$ cat config.mk
export PLATFORM = sky130hd
export DESIGN_NAME = color_order_scheduler
export DESIGN_NICKNAME = d
export VERILOG_FILES = /design/src/rtl/color_sched_pkg.sv /design/src/rtl/order_fifo.sv /design/src/rtl/color_order_scheduler.sv
export SDC_FILE = /design/constraint.sdc
export NUM_CORES = 1
export LEC_CHECK = 0
export BUFFER_PORTS_ARGS = -buffer_cell sky130_fd_sc_hd__buf_4
export CAP_MARGIN = 40
export CORE_AREA = 3 3 100 140
export DETAILED_ROUTE_END_ITERATION = 12
export DIE_AREA = 0 0 103 143
export HOLD_SLACK_MARGIN = 0.12
export PLACE_DENSITY = 0.52
export SLEW_MARGIN = 25
export SYNTH_ARGS = -nofsm -noshare
export SYNTH_HDL_FRONTEND = slang
export SYNTH_SLANG_ARGS = --single-unit
$ cat constraint.sdc
create_clock -name clk -period 3.55 [get_ports clk]
set_input_delay 0.1775 -clock clk [delete_from_list [all_inputs] [get_ports clk]]
set_output_delay 0.1775 -clock clk [all_outputs]
set_load 0.1 [all_outputs]
$ cat src/rtl/color_sched_pkg.sv
// Shared types and helpers for the colour-order scheduler: FSM states, the queued
// order record and the duration clamp applied on FIFO write.
package color_sched_pkg;

  localparam int MAX_CYC = 15;

  typedef enum logic [2:0] {
    IDLE,
    LOAD,
    TRIG,
    WAIT_B,
    MIX,
    DONE,
    SETTLE
  } state_t;

  typedef struct packed {
    logic [4:0] r;
    logic [4:0] g;
    logic [4:0] b;
  } order_t;

  function automatic logic [4:0] clamp_cyc(input logic [4:0] v);
    return (v > 5'(MAX_CYC)) ? 5'(MAX_CYC) : v;
  endfunction

endpackage

$ cat src/rtl/order_fifo.sv
// Synchronous order FIFO with flush; a push while full is dropped, flush wins over
// push and pop in the same cycle.
module order_fifo #(
  parameter int DEPTH = 4,
  parameter int W     = 15,
  localparam int AW   = $clog2(DEPTH)
) (
  input  logic          clk,
  input  logic          reset,
  input  logic          push,
  input  logic          pop,
  input  logic          flush,
  input  logic [W-1:0]  wdata,
  output logic [W-1:0]  rdata,
  output logic          full,
  output logic          empty,
  output logic [AW:0]   count
);

  logic [W-1:0]  mem [DEPTH];
  logic [AW-1:0] wptr;
  logic [AW-1:0] rptr;
  logic          do_push;
  logic          do_pop;

  assign full    = (count == (AW+1)'(DEPTH));
  assign empty   = (count == '0);
  assign do_push = push && !full;
  assign do_pop  = pop && !empty;
  assign rdata   = mem[rptr];

  always_ff @(posedge clk or negedge reset) begin
    if (!reset) begin
      wptr  <= '0;
      rptr  <= '0;
      count <= '0;
    end else if (flush) begin
      wptr  <= '0;
      rptr  <= '0;
      count <= '0;
    end else begin
      if (do_push) wptr <= wptr + AW'(1);
      if (do_pop)  rptr <= rptr + AW'(1);
      case ({do_push, do_pop})
        2'b10:   count <= count + (AW+1)'(1);
        2'b01:   count <= count - (AW+1)'(1);
        default: count <= count;
      endcase
    end
  end

  // Storage needs no reset: an entry is only read after it has been written.
  always_ff @(posedge clk) begin
    if (do_push && !flush) mem[wptr] <= wdata;
  end

endmodule

$ cat src/rtl/color_order_scheduler.sv
// Queues colour orders and sequences the RGB dispensing timer: load durations,
// pulse trigger, wait for blue-done (with watchdog), run the mixer, report completion.
module color_order_scheduler
  import color_sched_pkg::*;
#(
  parameter int DEPTH      = 4,
  parameter int MIX_CYCLES = 10,
  parameter int TIMEOUT    = 63
) (
  input  logic                     clk,
  input  logic                     reset,
  input  logic                     order_valid,
  output logic                     order_ready,
  input  logic [4:0]               order_r,
  input  logic [4:0]               order_g,
  input  logic [4:0]               order_b,
  input  logic                     abort,
  output logic                     trigger,
  output logic [4:0]               ciclos_R,
  output logic [4:0]               ciclos_G,
  output logic [4:0]               ciclos_B,
  input  logic [2:0]               flags,
  output logic                     mixer_on,
  output logic                     busy,
  output logic                     order_done,
  output logic                     error,
  output logic [$clog2(DEPTH):0]   pending
);

  localparam int WW = $clog2(TIMEOUT + 1);
  localparam int MW = $clog2(MIX_CYCLES + 1);

  state_t          state;
  state_t          next_state;
  logic            pop;
  logic            push;
  logic            fifo_full;
  logic            fifo_empty;
  order_t          wr_order;
  order_t          head;
  logic            flag_q;
  logic            blue_rise;
  logic            hold;
  logic [WW-1:0]   wd;
  logic            wd_expired;
  logic [MW-1:0]   mix_cnt;
  logic            unused_flags;

  // Handshake: an order transfers on a clock edge where order_valid && order_ready
  // and abort is low; order_ready is simply "FIFO not full" and never depends on order_valid.
  assign order_ready = !fifo_full;
  assign push        = order_valid && order_ready && !abort;
  assign wr_order    = '{r: clamp_cyc(order_r), g: clamp_cyc(order_g), b: clamp_cyc(order_b)};

  // Only blue-done drives sequencing; the red/green flags are informational.
  assign unused_flags = ^flags[2:1];
  assign blue_rise    = flags[0] && !flag_q;
  assign wd_expired   = (wd == WW'(TIMEOUT - 1));

  order_fifo #(.DEPTH(DEPTH), .W(15)) u_fifo (
    .clk   (clk),
    .reset (reset),
    .push  (push),
    .pop   (pop),
    .flush (abort),
    .wdata (wr_order),
    .rdata (head),
    .full  (fifo_full),
    .empty (fifo_empty),
    .count (pending)
  );

  always_ff @(posedge clk or negedge reset) begin
    if (!reset) state <= IDLE;
    else        state <= next_state;
  end

  always_comb begin
    next_state = state;
    pop        = 1'b0;
    if (abort) begin
      next_state = IDLE;
    end else begin
      case (state)
        IDLE: begin
          if (!fifo_empty && !hold) begin
            next_state = LOAD;
            pop        = 1'b1;
          end
        end
        LOAD:   next_state = TRIG;
        TRIG:   next_state = WAIT_B;
        WAIT_B: begin
          if (blue_rise)       next_state = MIX;
          else if (wd_expired) next_state = IDLE;
        end
        MIX:    if (mix_cnt == '0) next_state = DONE;
        DONE:   next_state = SETTLE;
        SETTLE: next_state = IDLE;
        default: next_state = IDLE;
      endcase
    end
  end

  always_comb begin
    trigger    = (state == TRIG);
    mixer_on   = (state == MIX);
    order_done = (state == DONE);
    busy       = (state != IDLE) || !fifo_empty;
  end

  always_ff @(posedge clk or negedge reset) begin
    if (!reset) begin
      ciclos_R <= '0;
      ciclos_G <= '0;
      ciclos_B <= '0;
      flag_q   <= 1'b0;
      wd       <= '0;
      mix_cnt  <= '0;
      error    <= 1'b0;
      hold     <= 1'b0;
    end else begin
      flag_q <= flags[0];

      if (pop) begin
        ciclos_R <= head.r;
        ciclos_G <= head.g;
        ciclos_B <= head.b;
      end

      if (state == TRIG)        wd <= '0;
      else if (state == WAIT_B) wd <= wd + WW'(1);

      if (state == WAIT_B && blue_rise)        mix_cnt <= MW'(MIX_CYCLES - 1);
      else if (state == MIX && mix_cnt != '0)  mix_cnt <= mix_cnt - MW'(1);

      if (abort)                                              error <= 1'b0;
      else if (state == WAIT_B && !blue_rise && wd_expired)   error <= 1'b1;

      // A timer started by TRIG keeps running after abort; wait for its flag to drop.
      if (abort && (state == TRIG || state == WAIT_B)) hold <= 1'b1;
      else if (!flags[0])                              hold <= 1'b0;
    end
  end

endmodule

==> flow_summary.toml, run 1 <==
[setup_path]
criticalPathCategory = "register to register"
crit_path_max_fanout = 9
critical-path-top-cell-by-count = "sky130_fd_sc_hd__and2b_1"
critPathSlowestCell = "sky130_fd_sc_hd__dfrtp_1"
path_cells = "nor3_2, and2b_1, and2b_1, and2_1, fa_1, or3_1, o21ai_0, a32oi_1, a21oi_1"
worst_path_largest_cell_delay_ns = 0.49
timing.critical_path.required_ns = 3.81
cp_num_buf_inv = 0
end_kind = "register"
setup_slack_of_the_most_critical_reg_to_reg_path_ns = 0.89
critical_path.top_delay_family = "simple AND/OR/NAND/NOR gates"
crit_arrival_ns = 2.92
startpoint_type = "register"

[logic_synthesis]
instance_count_of_the_mapped_netlist = 270
synth_async_sr_flop_share_pct = 38.8
synth_seq_area_share_pct = 65.7
synth_enable_flop_cells = 60
netlist_top_cells_area = "sky130_fd_sc_hd__edfxtp_1 (43%), sky130_fd_sc_hd__dfrtp_1 (23%), sky130_fd_sc_hd__mux4_2 (8.1%), sky130_fd_sc_hd__mux2_4 (3.2%), sky130_fd_sc_hd__mux2_2 (2.1%)"
synth.avg_cell_area_um2 = 15.5
dominantRegCellSynth = "sky130_fd_sc_hd__edfxtp_1"
synth-seq-cells = 98
synth_area_leader_cell = "sky130_fd_sc_hd__edfxtp_1"
synth_top_area_share_pct = 43.0
post_synth_instance_area_um2 = 4190
synthDistinctLibCells = 45
synth_warnings = 0

[power]
total_leakage_power_nw = 1.97
vdd_drop_max_mv = 0.412
cellPowerDensity_nw_per_um2 = 881
fin_total_pwr_mw = 4.52

[sta]
headroom_to_the_max_slew_limit_pct = 63.8
grt_setup_unrepaired = "false"
totalNegativeSetupSlack_ns = 0
fin_worst_skew_ns = 0.00677
finalWorstSetupSlack_ns = 0.887
timing.final.crit_period_ns = 2.66
finalSetupViolCount = 0
max_slew.worst_pin.slew_ns = 0.543
final_hold_viol_count = 0
layout_worst_path_cycle_share_pct = 75.0
finalMaxSlewViolations = 0
fmax_mhz = 376

[place]
port_buffers = 43
dpl_cell_area_um2 = 4740
gp_routability_congestion = 0.755
dp.final_hpwl_um = 5350
placement.setup.worst_slack_ns = 0.890

[clock_network]
cts_resized = 0
clock-root-buffer = "sky130_fd_sc_hd__clkbuf_16"
cts_buffers = 9
clock-sinks = 98
cts_buffer_depth = 2
worst_skew_pair.late_latency_ns = 0.34
cts_tree = "done"
cts_hold_repair.buffers = 3
cts_setup_buffers = 0
clk_pin_slew_ns = 0.07
htreeDepth = 3

[floorplan]
boundaryPins = 46
die-area_um2 = 14700
fp-row-count = 49
start_util_pct = 32.6
floorplan.die.height_um = 143
core-area_um2 = 12900
chipWidth_um = 103

[grt]
wire_length_of_the_first_global_routing_pass_um = 12700
first_global_vias = 2398
grt.overflow.total = 0
grt.total_usage_pct = 11.7
initial_antenna_violation_count = 0
maximum_number_of_pins_on_one_net_before_global_route_repair = 39

[job]
drv.max_cap_violation_count = 0

[finish]
final_area_um2 = 5140
layout.nets = 366
final_core_utilization_pct = 39.9
n_fill_cell = 1192
area_delta_synth_final_pct = 22.5
final_cell_mix = "sky130_fd_sc_hd__edfxtp_1 (60), sky130_fd_sc_hd__buf_4 (45), sky130_fd_sc_hd__dfrtp_1 (38)"
leading_cell_type_in_the_layout_fill_and_taps_excluded = "sky130_fd_sc_hd__edfxtp_1"
n_antenna_cell = 0
fraction_of_final_layout_cells_with_drive_strength_greater_than_1_pct = 33.4

[drt]
drtPass1Iterations = 4
viasPerCell = 4.69
final_antenna_net_count = 0
wl_per_cell_um = 16.0
post_route_wl_um = 7900
total_number_of_vias = 2317
drc = 0
drt_iter0_markers = 88

[status]
outcome = "completed"

[worst_hold_path]
hold_path_class = "input port to register"
==> area by class of cell <==
class	instances	area [µm²]	share of cell area [%]
clock buffer	12	267	5.19
tap	153	191	3.73
clock inverter	4	72.6	1.41
multi-input combinational	167	1400	27.2
timing repair buffer	53	432	8.40
inverter	7	26.3	0.512
sequential	98	2750	53.6
==> sequential cells by signal, summed over array words and instances (netlist names), 2 cells and up <==
name and count:
u_fifo.mem 60, wd 6, ciclos_B 5, ciclos_G 5, ciclos_R 5, mix_cnt 4, state 3, u_fifo.count 3
u_fifo.rptr 2, u_fifo.wptr 2
==> Yosys cell counts (2+ instances only) <==
cell type,count
sky130_fd_sc_hd__nor2b_1,3
sky130_fd_sc_hd__or2_2,12
sky130_fd_sc_hd__ha_1,7
sky130_fd_sc_hd__xnor2_1,4
sky130_fd_sc_hd__nand3_1,5
sky130_fd_sc_hd__nand3b_1,2
sky130_fd_sc_hd__a22o_1,2
sky130_fd_sc_hd__nand2b_1,3
sky130_fd_sc_hd__mux2_2,8
sky130_fd_sc_hd__and2b_1,2
sky130_fd_sc_hd__mux2i_1,3
sky130_fd_sc_hd__nand2_1,18
sky130_fd_sc_hd__dfrtp_1,38
sky130_fd_sc_hd__nor3_1,4
sky130_fd_sc_hd__o21ai_0,8
sky130_fd_sc_hd__or3_1,2
sky130_fd_sc_hd__a21oi_1,10
sky130_fd_sc_hd__buf_2,2
sky130_fd_sc_hd__mux2_4,9
sky130_fd_sc_hd__inv_1,7
sky130_fd_sc_hd__nor2_1,16
sky130_fd_sc_hd__and2_1,5
sky130_fd_sc_hd__and3_1,2
sky130_fd_sc_hd__edfxtp_1,60
sky130_fd_sc_hd__clkbuf_1,4
sky130_fd_sc_hd__mux4_2,15
==> per-layer routing <==
| metal | vias up | wire [µm] | track usage [%] |
|---|---|---|---|
| met5 | - | 0 | 0 |
| met4 | 0 | 93 | 4.71 |
| met3 | 5 | 262 | 2.83 |
| met2 | 39 | 4180 | 19.9 |
| met1 | 1153 | 3360 | 13.9 |
| li1 | 1120 | - | - |
==> logic make-up (layout without fill, tap and decap cells) <==
| logic type | after synthesis | after routing | synth area share (%) |
|---|---|---|---|
| AOI/OAI and AO/OA | 28 | 28 | 4.12 |
| xor gates and xnor gates | 5 | 5 | 1.04 |
| adders and majority gates | 8 | 8 | 2.57 |
| buffers and inverters | 16 | 76 | 2.15 |
| DFF | 98 | 98 | 65.7 |
| muxes | 35 | 35 | 14.1 |
| other | 1 | 12 | 0.0895 |
| and+or+nand+nor | 79 | 79 | 10.2 |
==> worst paths after layout <==
check                                      from  cells after the start          endpoint
worst max-delay path            u_fifo.count[0]                      9   u_fifo.count[2]
worst min-delay path                 order_b[1]                      2  u_fifo.mem[2][1]
worst max register to register  u_fifo.count[0]                      9   u_fifo.count[2]
worst min register to register            error                      2             error
max in group asynchronous                 reset                      2             wd[0]
min in group asynchronous                 reset                      2        mix_cnt[1]
==> power by group <==
part | switching, mW | internal, mW | leakage, nW
clock network | 0.400 | 0.674 | 0.166
registers | 0.164 | 1.40 | 1.00
logic | 1.28 | 0.598 | 0.806
total | 1.85 | 2.68 | 1.97
==> through the flow <==
step | hold slack [ns] | instances
final | 0.139 | 494
after global routing | 0.136 | 494
after CTS | 0.128 | 492
after detailed placement | 0.211 | 473
after global placement | 0.203 | 470
after floorplan | -0.118 | 281
No activity file was read; power rests on OpenSTA's default activity.
==> run 2: changes to the inputs <==
--- a/config.mk
+++ b/config.mk
@@ -5,13 +5,14 @@
 export SDC_FILE = /design/constraint.sdc
 export NUM_CORES = 1
 export LEC_CHECK = 0
+export ABC_AREA = 1
 export BUFFER_PORTS_ARGS = -buffer_cell sky130_fd_sc_hd__buf_4
 export CAP_MARGIN = 40
-export CORE_AREA = 3 3 100 140
+export CORE_AREA = 3 3 99 139
 export DETAILED_ROUTE_END_ITERATION = 12
-export DIE_AREA = 0 0 103 143
+export DIE_AREA = 0 0 102 142
 export HOLD_SLACK_MARGIN = 0.12
-export PLACE_DENSITY = 0.52
+export PLACE_DENSITY = 0.54
 export SLEW_MARGIN = 25
 export SYNTH_ARGS = -nofsm -noshare
 export SYNTH_HDL_FRONTEND = slang
==> constraint.sdc (replaced) <==
create_clock -name clk -period 2.2 [get_ports clk]
set_input_delay 0.11 -clock clk [delete_from_list [all_inputs] [get_ports clk]]
set_output_delay 0.11 -clock clk [all_outputs]
set_load 0.1 [all_outputs]
==> run 2 against run 1 <==
Sequential share of layout area fell by 1.6 points; die area shrank 1.7%; design area up 3.4%; clock-buffer cell count shrank 3; critical path depth rose by 4; combinational power increased by 63%; via count rose by 26%; first-iteration DRC count rose by 9.1%; synthesized cell count rose by 41%; non-clock buffer count increased by 21; largest power group unchanged.
==> flow_summary.toml, run 2 <==
[floorplan]
floorplan.die.height_um = 142
boundaryPins = 46
core-area_um2 = 12800
fp-row-count = 49
start_util_pct = 32.4
die-area_um2 = 14500
chipWidth_um = 102

[logic_synthesis]
synth.avg_cell_area_um2 = 10.8
post_synth_instance_area_um2 = 4130
synth-seq-cells = 98
synth_enable_flop_cells = 60
synth_area_leader_cell = "sky130_fd_sc_hd__edfxtp_1"
synth.most_common_cell = "sky130_fd_sc_hd__nand2_1"
instance_count_of_the_mapped_netlist = 382
dominantRegCellSynth = "sky130_fd_sc_hd__edfxtp_1"
synth_async_sr_flop_share_pct = 38.8
synthDistinctLibCells = 27
synth_seq_area_share_pct = 66.6
synth_warnings = 0
synth_top_area_share_pct = 43.6
synth_common_cells = "sky130_fd_sc_hd__nand2_1 (66), sky130_fd_sc_hd__edfxtp_1 (60), sky130_fd_sc_hd__nor2_1 (46)"
netlist_top_cells_area = "sky130_fd_sc_hd__edfxtp_1 (44%), sky130_fd_sc_hd__dfrtp_1 (23%), sky130_fd_sc_hd__nand2_1 (6.0%), sky130_fd_sc_hd__o21ai_0 (5.0%), sky130_fd_sc_hd__nor2_1 (4.2%)"

[power]
total_leakage_power_nw = 2.21
power.sequential.fraction_pct = 34.0
combinationalPowerShare_pct = 41.9
cellPowerDensity_nw_per_um2 = 1380
vdd_drop_max_mv = 0.490
p_int_mw = 4.11
net_switching_power_of_the_design_mw = 3.22
pwr-share-clk_pct = 24.0
switching_share_pct = 43.9

[job]
drv.max_cap_violation_count = 0

[clock_network]
worst_skew_pair.late_latency_ns = 0.34
cts_buffer_depth = 2
clk_pin_slew_ns = 0.06
cts_resized = 0
clock-root-buffer = "sky130_fd_sc_hd__clkbuf_16"
cts_tree = "done"
cts_buffers = 9
htreeDepth = 3
clock-sinks = 98
cts_setup_buffers = 0

[drt]
final_antenna_net_count = 0
viasPerCell = 4.68
post_route_wl_um = 8620
drt_iter0_markers = 96
total_number_of_vias = 2913
met2_routed_wl_um = 4510
wl_met1_um = 3610
routed.top_layer = "met4"
drc = 0
route.met3.wl_um = 336
wl_per_cell_um = 13.9
drtPass1Iterations = 4

[setup_path]
worst_r2r_startpoint = "u_fifo.count[0]"
end_kind = "register"
criticalPathCategory = "register to register"
startpoint_type = "register"
crit_arrival_ns = 2.20
setup_slack_of_the_most_critical_reg_to_reg_path_ns = 0.23
timing.critical_path.required_ns = 2.43
reg2reg_to = "u_fifo.count[2]"
reg2reg_depth = 13
crit_path_max_fanout = 5

[grt]
wire_length_of_the_first_global_routing_pass_um = 14100
first_global_vias = 2823
grt.overflow.total = 0
maximum_number_of_pins_on_one_net_before_global_route_repair = 39
initial_antenna_violation_count = 0
grt.total_usage_pct = 12.5

[finish]
leading_cell_type_in_the_layout_fill_and_taps_excluded = "sky130_fd_sc_hd__nand2_1"
largest_registers = "u_fifo.mem: 60 flops, wd: 6 flops"
final_area_um2 = 5310
largest_reg_flops = 60
fraction_of_final_layout_cells_with_drive_strength_greater_than_1_pct = 20.3
area_delta_synth_final_pct = 28.5
n_antenna_cell = 0
largest-register = "u_fifo.mem"
final_cell_mix = "sky130_fd_sc_hd__nand2_1 (65), sky130_fd_sc_hd__edfxtp_1 (60), sky130_fd_sc_hd__buf_4 (51)"
layout.nets = 494

[sta]
grt_setup_unrepaired = "false"
headroom_to_the_max_slew_limit_pct = 63.0
fmax_mhz = 507
totalNegativeSetupSlack_ns = 0
max_slew.worst_pin.slew_ns = 0.554
finalWorstSetupSlack_ns = 0.228
layout_worst_path_cycle_share_pct = 89.7
finalSetupViolCount = 0
fin_worst_skew_ns = 0.00612
timing.final.crit_period_ns = 1.97
final_hold_viol_count = 0
finalMaxSlewViolations = 0

[place]
placement.setup.worst_slack_ns = 0.220
gp_routability_congestion = 0.775
port_buffers = 43
dpl_cell_area_um2 = 4750
dp.final_hpwl_um = 5820

[status]
outcome = "completed"

[worst_hold_path]
hold_path_class = "input port to asynchronous set/reset pin"
[run 2: cell count changes after synthesis, sizes merged, moves of 15 or more]
cell,delta
o22ai,+16
inv,+23
nand2,+49
nor2,+34
mux4,-15
nand3,+18
o21ai,+33
mux2,-17
[run 2: kinds of logic after synthesis]
kind of cell,after synthesis,synth area share (%)
compound gates,70,9.18
xor+xnor,1,0.212
other cells,1,0.0908
flops,98,66.6
fa+ha+maj,8,2.60
simple gates,160,16.8
buf+inv,44,4.51
[run 2: layout make-up]
cell class | instances | area, µm²
inverters | 30 | 113
repair buffers | 74 | 623
fillers | 1223 | 7440
clock inverters | 7 | 115
multi-input cells | 251 | 1280
well taps | 153 | 191
clock buffers | 9 | 225
flip-flops and latches | 98 | 2760
[run 2: repair_timing]
action,CTS,global route
setup endpoints to repair,0,0
hold endpoints to repair,96,0
hold buffers,22,0
[run 2: worst max path at each step]
stage               startpoint              end
2_1_floorplan  u_fifo.count[0]  u_fifo.count[2]
6_report       u_fifo.count[0]  u_fifo.count[2]
4_1_cts        u_fifo.count[0]  u_fifo.count[2]
5_1_grt        u_fifo.count[0]  u_fifo.count[2]
3_3_place_gp   u_fifo.count[0]  u_fifo.count[2]
3_5_place_dp   u_fifo.count[0]  u_fifo.count[2]
[run 2: critical path, stage by stage, from the launching register on]
cell and delay, ns:
sky130_fd_sc_hd__dfrtp_4 0.51, sky130_fd_sc_hd__nor2_4 0.16, sky130_fd_sc_hd__nand2_1 0.09, sky130_fd_sc_hd__nand2_1 0.10
sky130_fd_sc_hd__nor2_2 0.05, sky130_fd_sc_hd__nand2_1 0.08, sky130_fd_sc_hd__inv_1 0.05, sky130_fd_sc_hd__fa_1 0.37
sky130_fd_sc_hd__xnor2_1 0.21, sky130_fd_sc_hd__inv_1 0.06, sky130_fd_sc_hd__nand2_1 0.06, sky130_fd_sc_hd__nand2_1 0.04
sky130_fd_sc_hd__nand2_1 0.05, sky130_fd_sc_hd__nand2_1 0.04
[run 2: per-layer routing]
metal	vias up	GRT usage, %
met5	-	0
met4	0	4.98
met3	13	2.16
met2	73	21.7
met1	1376	15.3
li1	1451	-
[run 2: power groups by stage]
stage | combinational, mW | sequential (mW) | clock [mW]
2_1_floorplan | 1.29 | 3.62 | 0
3_3_place_gp | 3.05 | 2.53 | 0
3_5_place_dp | 3.07 | 2.53 | 0
4_1_cts | 3.11 | 2.50 | 1.81
5_1_grt | 3.33 | 2.53 | 1.89
6_report | 3.07 | 2.49 | 1.76
[run 2: metrics by stage]
stage / hold slack (ns) / power, mW / util, % / cells
floorplan: -0.186 / 4.91 / - / 393
global placement: 0.110 / 5.58 / 37.2 / 584
detailed placement: 0.118 / 5.61 / 37.2 / 584
CTS: 0.289 / 7.43 / 41.6 / 622
global route: 0.321 / 7.76 / 41.6 / 622
finish: 0.279 / 7.33 / 41.6 / 622
